--- config.mk ---
export PLATFORM = sky130hd
export DESIGN_NAME = pwm_duty_ctrl
export DESIGN_NICKNAME = d
export VERILOG_FILES = /design/src/rtl/pwm_duty_ctrl.sv
export SDC_FILE = /design/constraint.sdc
export NUM_CORES = 1
export LEC_CHECK = 0
export CORE_MARGIN = 2
export CORE_UTILIZATION = 47
export DETAILED_ROUTE_END_ITERATION = 8
export PLACE_DENSITY = 0.71
export SKIP_CTS_REPAIR_TIMING = 1
export SYNTH_ARGS = -nofsm -noshare
export SYNTH_HDL_FRONTEND = slang
export SYNTH_SLANG_ARGS = --single-unit
--- constraint.sdc ---
create_clock -name clk -period 3 [get_ports clk]
set_input_delay 0.75 -clock clk [delete_from_list [all_inputs] [get_ports clk]]
set_output_delay 0.75 -clock clk [all_outputs]
set_load 0.03 [all_outputs]
--- src/rtl/pwm_duty_ctrl.sv ---
`default_nettype none
// ============================================================================
// Module   : pwm_duty_ctrl
// Purpose  : Push-button duty-cycle controller for the DPWM datapath.
//            Synchronises the up/down buttons and steps a duty register by
//            STEP. Holding a button auto-repeats: the first repeat comes after
//            REPEAT_DELAY cycles, and later repeats every REPEAT_RATE cycles.
//            At the limits the register wraps (WRAP=1) or saturates (WRAP=0).
// Ports    : clk        - system clock, rising edge
//            reset      - asynchronous active-low reset
//            btn_up     - raw up button (asynchronous, already debounced)
//            btn_down   - raw down button (asynchronous, already debounced)
//            duty       - registered duty value [WIDTH-1:0]
//            step_pulse - high for one cycle after each applied step
//            at_max     - duty == MAX_DUTY
//            at_min     - duty == 0
//            pwm_out    - PWM output (0 unless the generator is built)
// Options  : define PWM_DUTY_CTRL_PWMGEN_EN to build the internal PWM
//            generator (period counter 0..MAX_DUTY-1 plus a shadow duty
//            register). When it is not defined, pwm_out is tied low.
// Revision : 1.0 - initial release
// ============================================================================
module pwm_duty_ctrl #(
  parameter int WIDTH        = 10,
  parameter int MAX_DUTY     = 1000,
  parameter int STEP         = 1,
  parameter int WRAP         = 1,
  parameter int REPEAT_DELAY = 5000000,
  parameter int REPEAT_RATE  = 1000000
) (
  input  logic             clk,
  input  logic             reset,
  input  logic             btn_up,
  input  logic             btn_down,
  output logic [WIDTH-1:0] duty,
  output logic             step_pulse,
  output logic             at_max,
  output logic             at_min,
  output logic             pwm_out
);

  localparam int c_cnt_max = (REPEAT_DELAY > REPEAT_RATE) ? REPEAT_DELAY : REPEAT_RATE;
  localparam int c_cnt_w   = $clog2(c_cnt_max) + 1;

  localparam logic [c_cnt_w-1:0] c_delay_last = c_cnt_w'(REPEAT_DELAY - 1);
  localparam logic [c_cnt_w-1:0] c_rate_last  = c_cnt_w'(REPEAT_RATE - 1);
  localparam logic [c_cnt_w-1:0] c_cnt_one    = c_cnt_w'(1);

  localparam logic [WIDTH:0]   c_step_ext = (WIDTH+1)'(STEP);
  localparam logic [WIDTH:0]   c_max_ext  = (WIDTH+1)'(MAX_DUTY);
  localparam logic [WIDTH-1:0] c_max      = WIDTH'(MAX_DUTY);
  localparam logic [WIDTH-1:0] c_step     = WIDTH'(STEP);

  localparam logic [1:0] c_st_idle   = 2'd0;
  localparam logic [1:0] c_st_hold   = 2'd1;
  localparam logic [1:0] c_st_repeat = 2'd2;

  // --------------------------------------------------------------------------
  // Input path: two-flop synchroniser, then a previous-value flop for edges
  // --------------------------------------------------------------------------
  logic r_up_meta, r_up_sync, r_up_prev;
  logic r_dn_meta, r_dn_sync, r_dn_prev;

  always_ff @(posedge clk or negedge reset) begin
    if (!reset) begin
      r_up_meta <= 1'b0;
      r_up_sync <= 1'b0;
      r_up_prev <= 1'b0;
      r_dn_meta <= 1'b0;
      r_dn_sync <= 1'b0;
      r_dn_prev <= 1'b0;
    end else begin
      r_up_meta <= btn_up;
      r_up_sync <= r_up_meta;
      r_up_prev <= r_up_sync;
      r_dn_meta <= btn_down;
      r_dn_sync <= r_dn_meta;
      r_dn_prev <= r_dn_sync;
    end
  end

  // A press only counts while the other button is released, so two buttons
  // rising together never produce a step.
  logic w_press_up, w_press_dn;
  assign w_press_up = r_up_sync & ~r_up_prev & ~r_dn_sync;
  assign w_press_dn = r_dn_sync & ~r_dn_prev & ~r_up_sync;

  // --------------------------------------------------------------------------
  // Step arithmetic at WIDTH+1 bits so the overflow check cannot alias
  // --------------------------------------------------------------------------
  logic [WIDTH:0]   w_duty_ext;
  logic [WIDTH:0]   w_sum;
  logic [WIDTH-1:0] w_diff;
  logic [WIDTH-1:0] w_up_val;
  logic [WIDTH-1:0] w_dn_val;

  assign w_duty_ext = {1'b0, duty};
  assign w_sum      = w_duty_ext + c_step_ext;
  assign w_diff     = duty - c_step;

  always_comb begin
    w_up_val = w_sum[WIDTH-1:0];
    if (w_sum > c_max_ext) begin
      w_up_val = (WRAP != 0) ? '0 : c_max;
    end
    w_dn_val = w_diff;
    if (w_duty_ext < c_step_ext) begin
      w_dn_val = (WRAP != 0) ? c_max : '0;
    end
  end

  // --------------------------------------------------------------------------
  // Hold / auto-repeat FSM
  // --------------------------------------------------------------------------
  logic [1:0]         r_state;
  logic [1:0]         w_state_nxt;
  logic               r_dir_up;
  logic               w_dir_up_nxt;
  logic [c_cnt_w-1:0] r_cnt;
  logic [c_cnt_w-1:0] w_cnt_nxt;
  logic               w_step;
  logic               w_abort;

  // The hold ends when the held button is released or the other one joins.
  assign w_abort = (r_dir_up ? ~r_up_sync : ~r_dn_sync) | (r_up_sync & r_dn_sync);

  always_comb begin
    w_state_nxt  = r_state;
    w_dir_up_nxt = r_dir_up;
    w_cnt_nxt    = r_cnt;
    w_step       = 1'b0;
    case (r_state)
      c_st_idle: begin
        if (w_press_up || w_press_dn) begin
          w_step       = 1'b1;
          w_dir_up_nxt = w_press_up;
          w_cnt_nxt    = '0;
          w_state_nxt  = c_st_hold;
        end
      end
      c_st_hold: begin
        if (w_abort) begin
          w_cnt_nxt   = '0;
          w_state_nxt = c_st_idle;
        end else if (r_cnt == c_delay_last) begin
          w_step      = 1'b1;
          w_cnt_nxt   = '0;
          w_state_nxt = c_st_repeat;
        end else begin
          w_cnt_nxt = r_cnt + c_cnt_one;
        end
      end
      c_st_repeat: begin
        if (w_abort) begin
          w_cnt_nxt   = '0;
          w_state_nxt = c_st_idle;
        end else if (r_cnt == c_rate_last) begin
          w_step    = 1'b1;
          w_cnt_nxt = '0;
        end else begin
          w_cnt_nxt = r_cnt + c_cnt_one;
        end
      end
      default: begin
        w_cnt_nxt   = '0;
        w_state_nxt = c_st_idle;
      end
    endcase
  end

  // In IDLE the direction comes from the press itself; afterwards it is the
  // latched direction of the held button.
  logic w_step_up;
  assign w_step_up = (r_state == c_st_idle) ? w_press_up : r_dir_up;

  always_ff @(posedge clk or negedge reset) begin
    if (!reset) begin
      r_state    <= c_st_idle;
      r_dir_up   <= 1'b0;
      r_cnt      <= '0;
      duty       <= '0;
      step_pulse <= 1'b0;
    end else begin
      r_state    <= w_state_nxt;
      r_dir_up   <= w_dir_up_nxt;
      r_cnt      <= w_cnt_nxt;
      step_pulse <= w_step;
      if (w_step) begin
        duty <= w_step_up ? w_up_val : w_dn_val;
      end
    end
  end

  assign at_max = (duty == c_max);
  assign at_min = (duty == '0);

  // --------------------------------------------------------------------------
  // Optional PWM generator
  // --------------------------------------------------------------------------
`ifdef PWM_DUTY_CTRL_PWMGEN_EN
  localparam logic [WIDTH-1:0] c_period_last = WIDTH'(MAX_DUTY - 1);
  localparam logic [WIDTH-1:0] c_period_one  = WIDTH'(1);

  logic [WIDTH-1:0] r_period_cnt;
  logic [WIDTH-1:0] r_shadow;
  logic [WIDTH-1:0] w_shadow_cur;
  logic             r_pwm;

  // The shadow is refreshed at count 0; the compare at count 0 must already
  // use the freshly loaded value so every period uses a single duty.
  assign w_shadow_cur = (r_period_cnt == '0) ? duty : r_shadow;

  always_ff @(posedge clk or negedge reset) begin
    if (!reset) begin
      r_period_cnt <= '0;
      r_shadow     <= '0;
      r_pwm        <= 1'b0;
    end else begin
      if (r_period_cnt == c_period_last) begin
        r_period_cnt <= '0;
      end else begin
        r_period_cnt <= r_period_cnt + c_period_one;
      end
      r_shadow <= w_shadow_cur;
      r_pwm    <= (r_period_cnt < w_shadow_cur);
    end
  end

  assign pwm_out = r_pwm;
`else
  assign pwm_out = 1'b0;
`endif

endmodule
`default_nettype wire
==> summary.md <==
| Metric | Value |
|---|---|
| Synth cell count leaders | `dfrtp_1, nor2_1, nand2_1` |
| CP arrival | `2.03 ns` |
| Final WL | `6.04 mm` |
| Cell with the most instances after synthesis | `dfrtp_1` |
| Final period utilization | `92.5%` |
| YS warnings | `0` |
| Grt total ovfl | `0` |
| Worst IR Drop VDD | `approximately 550 uV` |
| Syn avg cell area | `8.79 um2` |
| Crit-path max FO | `7` |
| IO Port Bufs | `16` |
| Final core area utilization | `54.6%` |
| Max-slew violations | `0` |
| Reg-to-reg endpoint | `duty[3]` |
| Initial Util | `48.4%` |
| Reg2Reg Depth | `7` |
| Vias per Instance | `roughly 5.8` |
| Post-DP HPWL | `between 4 and 5 mm` |
| Largest net degree at the start of global routing | `45` |
| Setup violators final | `0` |
| Internal power | `1.20 mW` |
| Clock Power Share | `18.4%` |
| Pre-CTS setup slack | `0.344 ns` |
| Tot Pwr | `2.13 mW` |
| IO Count | `18` |
| Synth Cell Area | `approximately 2600 um2` |
| Cell variety after synth | `60` |
| Leading post-synthesis cells by cell area | `dfrtp_1, nor2_1, nand2_1, xnor2_1, ha_1` |
| Residual DRC | `0` |
| Worst slew pin tran | `about 1.0 ns` |
| Ys async rst share | `100%` |
| Via Count | `2296` |
| Post-synth EDFFs | `0` |
| Die span in x | `79.0 um` |
| Unrepaired setup endpoints after global routing | `false` |
| Worst Setup SP | `duty[0]` |
| Global-route wire length before repair | `9.99 mm` |
| Startpoint Class | `flop` |
| Combinational share of power | `between 40% and 50%` |
| Nets@finish | `332` |
| Status | `completed` |
| Fin Setup TNS | `0 ns` |
| Register share of total power | `37.8%` |
| Worst setup endpoint | `at_max` |
| Ant diodes | `0` |
| All-layer global routing usage | `20.1%` |
| Layout Skew | `~0.0093 ns` |
| Yosys reg bits | `44` |
| Worst slew margin relative to its limit | `33.5%` |
| Power per cell area | `714 nW/um2` |
| DRT antenna net count | `0` |
| Leading area contributor after synthesis | `dfrtp_1` |
| Vias in the first global route | `around 2100` |
| CTS tree | `built` |
| Global placement routability congestion | `0.864` |
| Synth Net Count | `between 300 and 400` |
| Sw Ratio | `43.9%` |
| Final Hold Viols | `0` |
| Fmax | `0.360 GHz` |
| Fillers | `486` |
| Post-synthesis sequential area ratio | `a little over two fifths` |
| Worst hold path class | `flop to flop` |
| First-pass iteration count of the detailed router | `4` |
| MaxCap Viol Count | `0` |
| Post-DR wirelength/cell | `15.3 um` |
| Critical Path RT | `between 2 and 2.5 ns` |
| Reg2reg setup slack | `0.40 ns` |
| Layout Cells excl Fill | `just under 400` |
| Drt first-iter violations | `106` |
| Worst setup margin | `about 0.22 ns` |
| Clock Tree Buf Depth | `2` |
| Die area | `6250 um2` |
| Sw Pwr | `slightly above 0.9 mW` |
| Worst setup EP type | `output port` |
| Setup Crit Path Kind | `flop to output port` |
| CTS buffer count | `5` |
| Cells after synthesis | `roughly 300` |
| Clk sinks | `44` |
| Design area | `2990 um2` |
| Core ar. | `5470 um2` |
| Placed cell area | `2890 um2` |
| Layout cell share with drive strength beyond 1 | `7.76%` |
| Hold slack | `roughly 0.36 ns` |
| Clk Tree Root Cell | `clkbuf_8` |
| H-tree Lvls | `2` |
| Post-synth top area share | `41.6%` |
| Post-synth top flop | `dfrtp_1` |
| Leak Pwr | `around 1.3 nW` |
| Antenna violations before repair | `0` |
| Core Rows | `27` |
| Inst Count DP | `a little under 400` |
| Post-layout minimum cycle time | `between 2 and 3 ns` |
| Reg clk slew, reported paths | `0.09 ns` |
| Worst skew pair latency | `0.31 ns` |
| FF-to-FF Start | `r_cnt[12]` |
| Chip height | `79.0 um` |
| Area Growth Syn to Fin | `12.9%` |
-- critical path: stages, from the launching register on --
cell and delay, ns:
dfrtp_1 0.45, inv_1 0.11, ha_1 0.21, nand4_1 0.10, nor3_1 0.14, clkdlybuf4s50_1 0.69
-- state kept, by name (all words and copies together), names as in the netlist --
register	cells
duty	10
r_cnt	24
r_dir_up	1
r_dn_meta	1
r_dn_prev	1
r_dn_sync	1
r_state	2
r_up_meta	1
r_up_prev	1
r_up_sync	1
step_pulse	1
-- power by group through the flow --
stage          Combinational, mW  Clock (mW)  Sequential (mW)
5_1_grt                     1.02       0.417            0.822
4_1_cts                    0.940       0.399            0.801
3_3_place_gp               0.915           0            0.806
3_5_place_dp               0.935           0            0.809
6_report                   0.936       0.392            0.805
2_1_floorplan              0.534           0            0.894
-- how the worst min path moves through the flow --
stage / from / to / slack [ns] / cells past startpoint
2_1_floorplan: r_dn_meta / r_dn_sync / 0.33 / 0
3_3_place_gp: r_up_meta / r_up_sync / 0.33 / 0
3_5_place_dp: r_up_meta / r_up_sync / 0.34 / 0
4_1_cts: r_up_meta / r_up_sync / 0.36 / 0
5_1_grt: r_up_meta / r_up_sync / 0.38 / 0
6_report: r_up_meta / r_up_sync / 0.36 / 0
-- cell type report --
class / count / area [um2] / share of cell area, %
Sequential cell: 44 / 1100 / 36.9
Inverter: 20 / 75.1 / 2.51
Timing Repair Buffer: 24 / 218 / 7.29
Clock inverter: 3 / 23.8 / 0.796
Multi-Input combinational cell: 226 / 1410 / 47.2
Clock buffer: 5 / 68.8 / 2.30
Tap cell: 72 / 90.1 / 3.02
-- cells by family (layout without fill, tap and decap cells) --
family	Yosys count	in the layout	share of synthesized area (%)
XOR/XNOR	18	18	5.96
buffers and inverters	31	52	5.06
flip-flops	44	44	41.6
adder cells (fa/ha/maj)	7	7	3.31
AO/OA/AOI/OAI	67	67	17.8
AND/OR/NAND/NOR	130	130	25.0
multiplexers	3	3	1.18
other	1	1	0.142
-- layout by cell type, fill, tap and decap left out, types with 2 or more instances in the layout --
| cell | Yosys | routed |
|---|---|---|
| and3_1 | 7 | 7 |
| nand3_1 | 15 | 15 |
| xor2_1 | 7 | 7 |
| mux2i_1 | 2 | 2 |
| o21ai_0 | 10 | 10 |
| o22ai_1 | 4 | 4 |
| a211oi_1 | 3 | 3 |
| nor3b_1 | 2 | 2 |
| dfrtp_1 | 44 | 44 |
| or3_1 | 3 | 3 |
| xnor2_1 | 11 | 11 |
| nor4_1 | 5 | 5 |
| nor3_1 | 9 | 9 |
| buf_4 | 2 | 8 |
| a21boi_1 | 4 | 4 |
| or4_1 | 3 | 3 |
| inv_1 | 20 | 20 |
| clkinvlp_4 | 0 | 2 |
| and4_1 | 3 | 3 |
| a31oi_1 | 7 | 7 |
| clkdlybuf4s50_1 | 0 | 14 |
| o21a_1 | 2 | 2 |
| a21oi_1 | 9 | 9 |
| or3b_2 | 2 | 2 |
| a22oi_1 | 3 | 3 |
| nand4_1 | 9 | 9 |
| a22o_1 | 2 | 2 |
| ha_1 | 7 | 7 |
| o211ai_1 | 2 | 2 |
| nand2b_1 | 2 | 2 |
| a21o_1 | 3 | 3 |
| clkbuf_8 | 0 | 5 |
| o2bb2ai_1 | 3 | 3 |
| nand2_1 | 26 | 26 |
| nor2_1 | 36 | 36 |
-- layer usage --
layer  up-vias  GRT usage, %  wire [um]
met1      1106          27.8       2870
met4         0          7.41        104
met5         -             0          0
li1       1124             -          -
met3        10          3.86        269
met2        56          31.3       2800
No activity file was read; power rests on OpenSTA's default activity.
